<file path="src/rtl/denoise_strip_sched_if.sv">
// rtl/denoise_strip_sched_if.sv - pixel RAM read port and denoise input stream bundle
//
// Purpose: groups the frame-RAM read port and the serialized pixel stream that
//          feeds the denoise block.
// Signals:
//   mem_rd_en    RAM read strobe (scheduler -> RAM)
//   mem_addr     RAM read address (scheduler -> RAM)
//   mem_rd_data  RAM read data, valid the cycle after mem_rd_en (RAM -> scheduler)
//   pix_data     stream pixel component (scheduler -> denoise)
//   pix_valid    stream valid
//   pix_color    component index 0=R 1=G 2=B, 3 when idle
//   pix_last     last component of a strip
// Modports: master = scheduler side, slave = RAM/denoise side.
interface denoise_strip_sched_if #(
  parameter int COLOR_DEPTH = 8,
  parameter int ADDR_W      = 16
);
  logic                   mem_rd_en;
  logic [ADDR_W-1:0]      mem_addr;
  logic [COLOR_DEPTH-1:0] mem_rd_data;
  logic [COLOR_DEPTH-1:0] pix_data;
  logic                   pix_valid;
  logic [2:0]             pix_color;
  logic                   pix_last;

  modport master (
    output mem_rd_en, mem_addr, pix_data, pix_valid, pix_color, pix_last,
    input  mem_rd_data
  );

  modport slave (
    input  mem_rd_en, mem_addr, pix_data, pix_valid, pix_color, pix_last,
    output mem_rd_data
  );
endinterface

</file>
<file path="src/rtl/denoise_strip_sched.sv">
// rtl/denoise_strip_sched.sv - strip/column/row/colour read sequencer for the 3x3 denoise block
//
// Purpose: on start, walks an RGB frame in pixel RAM as 6-row strips with stride 4,
//          column-major inside a strip, rows top-down, components R,G,B, and forwards
//          the RAM data as the denoise input stream. Idle gaps of GAP_CYC cycles are
//          inserted between strips so the denoise pipeline can drain.
// Ports:
//   clk, rst            clock, asynchronous active-high reset
//   start               begin a frame (accepted only in IDLE)
//   abort               synchronous abort, returns to IDLE next cycle
//   pause               hold read issue while high (RUN only)
//   cfg_width/height    frame size, sampled on accepted start
//   cfg_base            frame base address, sampled on accepted start
//   busy                high while a frame is in progress
//   done                1-cycle pulse after the final stream component
//   err                 1-cycle pulse when start is rejected for a bad config
//   bus                 RAM read port + denoise stream (master modport)
module denoise_strip_sched #(
  parameter int COLOR_DEPTH = 8,
  parameter int DIM_W       = 8,
  parameter int ADDR_W      = 16,
  parameter int GAP_CYC     = 4
) (
  input  logic                         clk,
  input  logic                         rst,
  input  logic                         start,
  input  logic                         abort,
  input  logic                         pause,
  input  logic [DIM_W-1:0]             cfg_width,
  input  logic [DIM_W-1:0]             cfg_height,
  input  logic [ADDR_W-1:0]            cfg_base,
  output logic                         busy,
  output logic                         done,
  output logic                         err,
  denoise_strip_sched_if.master        bus
);

  // Wide enough to hold base + 3*W*H without overflow.
  localparam int CHK_W = ADDR_W + 2 * DIM_W + 3;
  localparam int GAP_W = (GAP_CYC > 1) ? $clog2(GAP_CYC) : 1;
  localparam logic [GAP_W-1:0] GAP_LAST = (GAP_CYC > 0) ? GAP_W'(GAP_CYC - 1) : '0;

  typedef enum logic [1:0] {
    IDLE  = 2'd0,
    RUN   = 2'd1,
    GAP   = 2'd2,
    DRAIN = 2'd3
  } state_t;

  state_t             state_q;
  logic [1:0]         c_q;
  logic [2:0]         r_q;
  logic [DIM_W-1:0]   col_q;
  logic [DIM_W-1:0]   strip_q;
  logic [DIM_W-1:0]   w_last_q;
  logic [DIM_W-1:0]   strip_last_q;
  logic [ADDR_W-1:0]  w3_q;
  logic [ADDR_W-1:0]  w12_q;
  logic [ADDR_W-1:0]  addr_q;
  logic [ADDR_W-1:0]  col_ptr_q;
  logic [ADDR_W-1:0]  strip_ptr_q;
  logic [GAP_W-1:0]   gap_cnt_q;
  logic               pix_valid_q;
  logic [2:0]         pix_color_q;
  logic               pix_last_q;

  logic [CHK_W-1:0]   frame_end;
  logic               cfg_ok;
  logic               rd_en;
  logic               issue_ok;
  logic               last_of_strip;
  logic [ADDR_W-1:0]  next_strip_ptr;

  assign frame_end = CHK_W'(cfg_base)
                   + CHK_W'(cfg_width) * CHK_W'(cfg_height) * CHK_W'(3);

  // (H-2) % 4 == 0 is the same as H[1:0] == 2'b10.
  assign cfg_ok = (cfg_width >= DIM_W'(3)) &&
                  (cfg_height >= DIM_W'(6)) &&
                  (cfg_height[1:0] == 2'b10) &&
                  (frame_end <= (CHK_W'(1) << ADDR_W));

  assign rd_en          = (state_q == RUN) && !pause;
  // A read issued in the abort cycle is dropped from the stream.
  assign issue_ok       = rd_en && !abort;
  assign last_of_strip  = (c_q == 2'd2) && (r_q == 3'd5) && (col_q == w_last_q);
  assign next_strip_ptr = strip_ptr_q + w12_q;

  assign bus.mem_rd_en  = rd_en;
  assign bus.mem_addr   = addr_q;
  assign bus.pix_data   = bus.mem_rd_data;
  assign bus.pix_valid  = pix_valid_q;
  assign bus.pix_color  = pix_color_q;
  assign bus.pix_last   = pix_last_q;
  assign busy           = (state_q != IDLE);

  // addr_q always holds the address of the component at (strip, r, col, c).
  // col_ptr_q is the address of (top row, col, R) and strip_ptr_q the address of
  // (top row, column 0, R), so every step is an add instead of a multiply.
  always_ff @(posedge clk or posedge rst) begin
    if (rst) begin
      state_q      <= IDLE;
      c_q          <= '0;
      r_q          <= '0;
      col_q        <= '0;
      strip_q      <= '0;
      w_last_q     <= '0;
      strip_last_q <= '0;
      w3_q         <= '0;
      w12_q        <= '0;
      addr_q       <= '0;
      col_ptr_q    <= '0;
      strip_ptr_q  <= '0;
      gap_cnt_q    <= '0;
      pix_valid_q  <= 1'b0;
      pix_color_q  <= 3'd3;
      pix_last_q   <= 1'b0;
      done         <= 1'b0;
      err          <= 1'b0;
    end else begin
      done        <= 1'b0;
      err         <= 1'b0;
      pix_valid_q <= issue_ok;
      pix_color_q <= issue_ok ? {1'b0, c_q} : 3'd3;
      pix_last_q  <= issue_ok && last_of_strip;

      if (abort) begin
        state_q <= IDLE;
      end else begin
        case (state_q)
          IDLE: begin
            if (start) begin
              if (cfg_ok) begin
                state_q      <= RUN;
                c_q          <= '0;
                r_q          <= '0;
                col_q        <= '0;
                strip_q      <= '0;
                w_last_q     <= cfg_width - DIM_W'(1);
                // (H-2)/4 strips, index of the last one is (H-6)/4.
                strip_last_q <= (cfg_height - DIM_W'(6)) >> 2;
                w3_q         <= ADDR_W'(cfg_width) * ADDR_W'(3);
                w12_q        <= ADDR_W'(cfg_width) * ADDR_W'(12);
                addr_q       <= cfg_base;
                col_ptr_q    <= cfg_base;
                strip_ptr_q  <= cfg_base;
              end else begin
                err <= 1'b1;
              end
            end
          end

          RUN: begin
            if (!pause) begin
              if (c_q != 2'd2) begin
                c_q    <= c_q + 2'd1;
                addr_q <= addr_q + ADDR_W'(1);
              end else if (r_q != 3'd5) begin
                // From B of this row to R of the next row, same column.
                c_q    <= '0;
                r_q    <= r_q + 3'd1;
                addr_q <= addr_q + w3_q - ADDR_W'(2);
              end else if (col_q != w_last_q) begin
                c_q       <= '0;
                r_q       <= '0;
                col_q     <= col_q + DIM_W'(1);
                addr_q    <= col_ptr_q + ADDR_W'(3);
                col_ptr_q <= col_ptr_q + ADDR_W'(3);
              end else begin
                c_q   <= '0;
                r_q   <= '0;
                col_q <= '0;
                if (strip_q == strip_last_q) begin
                  state_q <= DRAIN;
                end else begin
                  // Next strip starts 4 rows down: +12*W components.
                  strip_q     <= strip_q + DIM_W'(1);
                  addr_q      <= next_strip_ptr;
                  col_ptr_q   <= next_strip_ptr;
                  strip_ptr_q <= next_strip_ptr;
                  gap_cnt_q   <= '0;
                  state_q     <= (GAP_CYC == 0) ? RUN : GAP;
                end
              end
            end
          end

          GAP: begin
            // pause is deliberately not looked at here.
            if (gap_cnt_q == GAP_LAST) begin
              state_q <= RUN;
            end else begin
              gap_cnt_q <= gap_cnt_q + GAP_W'(1);
            end
          end

          DRAIN: begin
            state_q <= IDLE;
            done    <= 1'b1;
          end

          default: state_q <= IDLE;
        endcase
      end
    end
  end

endmodule

</file>
<file path="src/flat_wrapper.sv">
// flat-port wrapper written by rule: the top's interface ports become plain ports
module denoise_strip_sched_flat 
#(
  parameter int COLOR_DEPTH = 8,
  parameter int DIM_W       = 8,
  parameter int ADDR_W      = 16,
  parameter int GAP_CYC     = 4
)
  (clk, rst, start, abort, pause, cfg_width, cfg_height, cfg_base, busy, done, err, bus_mem_rd_en, bus_mem_addr, bus_pix_data, bus_pix_valid, bus_pix_color, bus_pix_last, bus_mem_rd_data);
  denoise_strip_sched_if #(.COLOR_DEPTH(COLOR_DEPTH), .ADDR_W(ADDR_W)) bus_i ();
  input  logic clk;
  input  logic rst;
  input  logic start;
  input  logic abort;
  input  logic pause;
  input  logic [DIM_W-1:0] cfg_width;
  input  logic [DIM_W-1:0] cfg_height;
  input  logic [ADDR_W-1:0] cfg_base;
  output logic busy;
  output logic done;
  output logic err;
  output wire logic [$bits(bus_i.mem_rd_en)-1:0] bus_mem_rd_en;
  output wire logic [$bits(bus_i.mem_addr)-1:0] bus_mem_addr;
  output wire logic [$bits(bus_i.pix_data)-1:0] bus_pix_data;
  output wire logic [$bits(bus_i.pix_valid)-1:0] bus_pix_valid;
  output wire logic [$bits(bus_i.pix_color)-1:0] bus_pix_color;
  output wire logic [$bits(bus_i.pix_last)-1:0] bus_pix_last;
  input wire logic [$bits(bus_i.mem_rd_data)-1:0] bus_mem_rd_data;
  assign bus_mem_rd_en = bus_i.mem_rd_en;
  assign bus_mem_addr = bus_i.mem_addr;
  assign bus_pix_data = bus_i.pix_data;
  assign bus_pix_valid = bus_i.pix_valid;
  assign bus_pix_color = bus_i.pix_color;
  assign bus_pix_last = bus_i.pix_last;
  assign bus_i.mem_rd_data = bus_mem_rd_data;
  denoise_strip_sched #(.COLOR_DEPTH(COLOR_DEPTH), .DIM_W(DIM_W), .ADDR_W(ADDR_W), .GAP_CYC(GAP_CYC)) u_core (.clk(clk), .rst(rst), .start(start), .abort(abort), .pause(pause), .cfg_width(cfg_width), .cfg_height(cfg_height), .cfg_base(cfg_base), .busy(busy), .done(done), .err(err), .bus(bus_i));
endmodule
</file>
<file path="config.mk">
export PLATFORM = sky130hd
export DESIGN_NAME = denoise_strip_sched_flat
export DESIGN_NICKNAME = d
export VERILOG_FILES = /design/src/rtl/denoise_strip_sched_if.sv /design/src/rtl/denoise_strip_sched.sv /design/src/flat_wrapper.sv
export SDC_FILE = /design/constraint.sdc
export NUM_CORES = 1
export LEC_CHECK = 0
export CORE_MARGIN = 2
export CORE_UTILIZATION = 36
export DETAILED_ROUTE_END_ITERATION = 10
export GPL_ROUTABILITY_DRIVEN = 0
export PLACE_DENSITY = 0.56
export SLEW_MARGIN = 20
export SYNTH_ARGS = -nofsm -noshare
export SYNTH_HDL_FRONTEND = slang
export SYNTH_SLANG_ARGS = --single-unit
export TNS_END_PERCENT = 1
</file>
<file path="constraint.sdc">
create_clock -name clk -period 3.7 [get_ports clk]
set_clock_uncertainty 0.15 [all_clocks]
set_input_delay 0.555 -clock clk [delete_from_list [all_inputs] [get_ports clk]]
set_output_delay 0.555 -clock clk [all_outputs]
set_load 0.01 [all_outputs]
</file>
==> results.json <==
{
  "multi_input_area_um2": 8330,
  "synth_commonest_cells": "151 x inv_1, 133 x nand2_1, 114 x ha_1, 101 x dfrtp_1, 81 x nor2_1",
  "ctsHoldBuffers": 0,
  "grt_setup_unrepaired": "yes",
  "grt_overflow_total": 0,
  "routed_wl_um": 32500,
  "period_needed_ps": 7130,
  "reg2reg_from": "u_core.w3_q[1]",
  "slowest_delay_ps": 510,
  "startpoint_type": "input port",
  "ys_types": 82,
  "ys.warnings.count": 0,
  "slew_violations": 0,
  "worstSetupPathType": "input port to register",
  "grt_use_total_pct": 20.2,
  "maxCapViolations": 0,
  "drtIter0Drc": 528,
  "port_buffers": 60,
  "grt_max_degree": 52,
  "worstReg2RegEnd": "u_core.bus.mem_addr[15]",
  "dp_slack_ps": -4580,
  "floorplan.core_area_um2": 30600,
  "synth_top_area_share_pct": 22.5,
  "max_clock_freq_mhz": 140,
  "wl_per_cell_um": 16.9,
  "async_reset_ff_share_pct": 100,
  "cts_root_buf": "clkbuf_16",
  "status": "finished with violations",
  "clock_latency_ps": 360,
  "synthFlopType": "dfrtp_1",
  "vias_per_cell": 5.23,
  "antennaDiodeCount": 0,
  "ys_seq_area_share_pct": 23.0,
  "cp_max_fo": 8,
  "dr.pass1.iters": 5,
  "die_y_um": 180,
  "worstHoldStart": "u_core.strip_q[7]",
  "num-fill-cells": 2941,
  "rr_worst_depth": 16,
  "cpMaxStageDelayCell": "fa_1",
  "final.period_utilization_pct": 193,
  "dp_hpwl_um": 26000,
  "cts_tree": "done",
  "vias": 10059,
  "worst_slack_ps": -3430,
  "synth_area_um2": 11200,
  "hold_viol_final": 0,
  "antenna_left": 0,
  "synth_area_leader_cell": "dfrtp_1",
  "final-seq-area_um2": 2580,
  "violations": "setup timing",
  "clock_sinks": 103,
  "die_w_um": 180,
  "nets": 1736,
  "clk_pin_slew_ps": 80,
  "antenna_found_initial": 0,
  "arrival_ps": 7230,
  "die_area_um2": 32600,
  "endpoint_kind": "register",
  "hp-class": "register to register",
  "initial_core_util_pct": 36.6,
  "required_ps": 3800,
  "synth.avg_cell_area_um2": 8.53,
  "synth_cells": 1314,
  "relSlewSlack_pct": 52.6,
  "grt_pass1_vias": 9962,
  "grt_pass1_wl_um": 53100,
  "whs_path_depth": 1,
  "numCtsBuffers": 9,
  "rrSetupSlack_ps": 100,
  "synthToLayoutAreaGrowth_pct": 30.1,
  "ys_top_cells_by_area": "dfrtp_1 23%, ha_1 13%, fa_1 9.8%",
  "setup_viol": 95,
  "cts-htree-levels": 3,
  "yosysMostFrequentCell": "inv_1",
  "holdPathEnd": "u_core.strip_q[7]",
  "syn_nets": 1528,
  "tightest_slew_ps": 705,
  "ys_ff_latch": 103,
  "synth-edff-count": 0,
  "num_io_pins": 78,
  "finish.utilization_pct": 47.7,
  "layout-drive-gt1-share_pct": 25.0,
  "std_cell_rows": 64,
  "drc": 0,
  "cts.path.max_buffers": 2
}
cell type report:
type	count	share of cell area, %
well taps	396	3.40
inverters	151	3.90
clock inverters	6	0.352
flip-flops and latches	103	17.7
clock buffers	10	1.64
multi-input cells	1000	57.1
repair buffers	257	15.9
worst max-delay path, delay by kind of cell:
kind	cells	cell delay, ps
xor+xnor	1	290
mux	1	290
fa+ha+maj	7	2620
simple gates	8	1640
compound gates	8	1160
buf+inv	7	670
cells in the final DEF, fill, tap and decap left out, types with 17 or more instances in the layout:
| master | count |
|---|---|
| buf_4 | 170 |
| inv_1 | 139 |
| nand2_1 | 116 |
| ha_1 | 103 |
| dfrtp_1 | 101 |
| nor2_1 | 78 |
| xnor2_1 | 64 |
| a21oi_1 | 55 |
| fa_1 | 52 |
| o21ai_0 | 51 |
| clkdlybuf4s50_1 | 44 |
| nand3_1 | 34 |
| and2_1 | 32 |
| xor2_1 | 29 |
| buf_6 | 20 |
| nor3_1 | 19 |
| o21ai_1 | 18 |
| nand2b_1 | 17 |
| mux2_4 | 17 |
| mux2i_1 | 17 |
state kept, by name (all words and copies together), names as in the netlist:
signal / count
u_core.bus.mem_addr: 16
u_core.bus.pix_color: 2
u_core.bus.pix_last: 1
u_core.bus.pix_valid: 1
u_core.c_q: 2
u_core.col_ptr_q: 16
u_core.col_q: 8
u_core.done: 1
u_core.err: 1
u_core.gap_cnt_q: 2
u_core.r_q: 3
u_core.state_q: 2
u_core.strip_last_q: 6
u_core.strip_ptr_q: 16
u_core.strip_q: 8
u_core.w3_q: 10
u_core.w_last_q: 8
stage by stage:
step | setup TNS, ps | instance area, um^2 | std cells | hold WS, ps
floorplan | -317320 | 11500 | 1314 | 302
global placement | -411170 | 13500 | 1888 | 329
detailed placement | -420540 | 13500 | 1888 | 332
CTS | -305480 | 14400 | 1920 | 345
global route | -336940 | 14600 | 1923 | 374
finish | -306690 | 14600 | 1923 | 342
timing repair:
item | in CTS | in global routing
gates cloned | 2 | 0
setup endpoints to repair | 95 | 95
gates resized for setup | 198 | 48
pin swaps | 63 | 44
buffers inserted | 15 | 6
layer usage:
layer / vias to the layer above / wire (um) / GRT usage [%]
met5: - / 0 / 0
met3: 39 / 1260 / 2.53
met1: 4904 / 15600 / 28.8
li1: 4907 / - / -
met4: 0 / 575 / 4.29
met2: 209 / 15100 / 32.7
how the worst max path moves through the flow:
stage,start,endpoint,slack [ps]
2_1_floorplan,cfg_height[2],u_core.strip_last_q[0],-3710
3_3_place_gp,cfg_height[4],u_core.w_last_q[5],-4470
3_5_place_dp,cfg_height[4],u_core.strip_last_q[5],-4580
4_1_cts,cfg_width[2],u_core.w3_q[1],-3440
5_1_grt,cfg_width[0],u_core.w3_q[8],-3760
6_report,cfg_width[0],u_core.strip_last_q[1],-3430
cells by family (layout without fill, tap and decap cells):
logic type | after synthesis | after routing | synth area share, %
buffers and inverters | 211 | 424 | 7.72
multiplexers | 49 | 49 | 5.13
AO/OA/AOI/OAI | 289 | 289 | 16.8
flip-flops | 103 | 103 | 23.0
other | 1 | 1 | 0.0335
AND/OR/NAND/NOR | 397 | 397 | 17.3
adder cells (fa/ha/maj) | 169 | 169 | 22.5
XOR/XNOR | 95 | 95 | 7.42
Power is left out: the tool's default activity adds up to more than one toggle a clock period on the data nets, which glitch-free logic cannot reach.
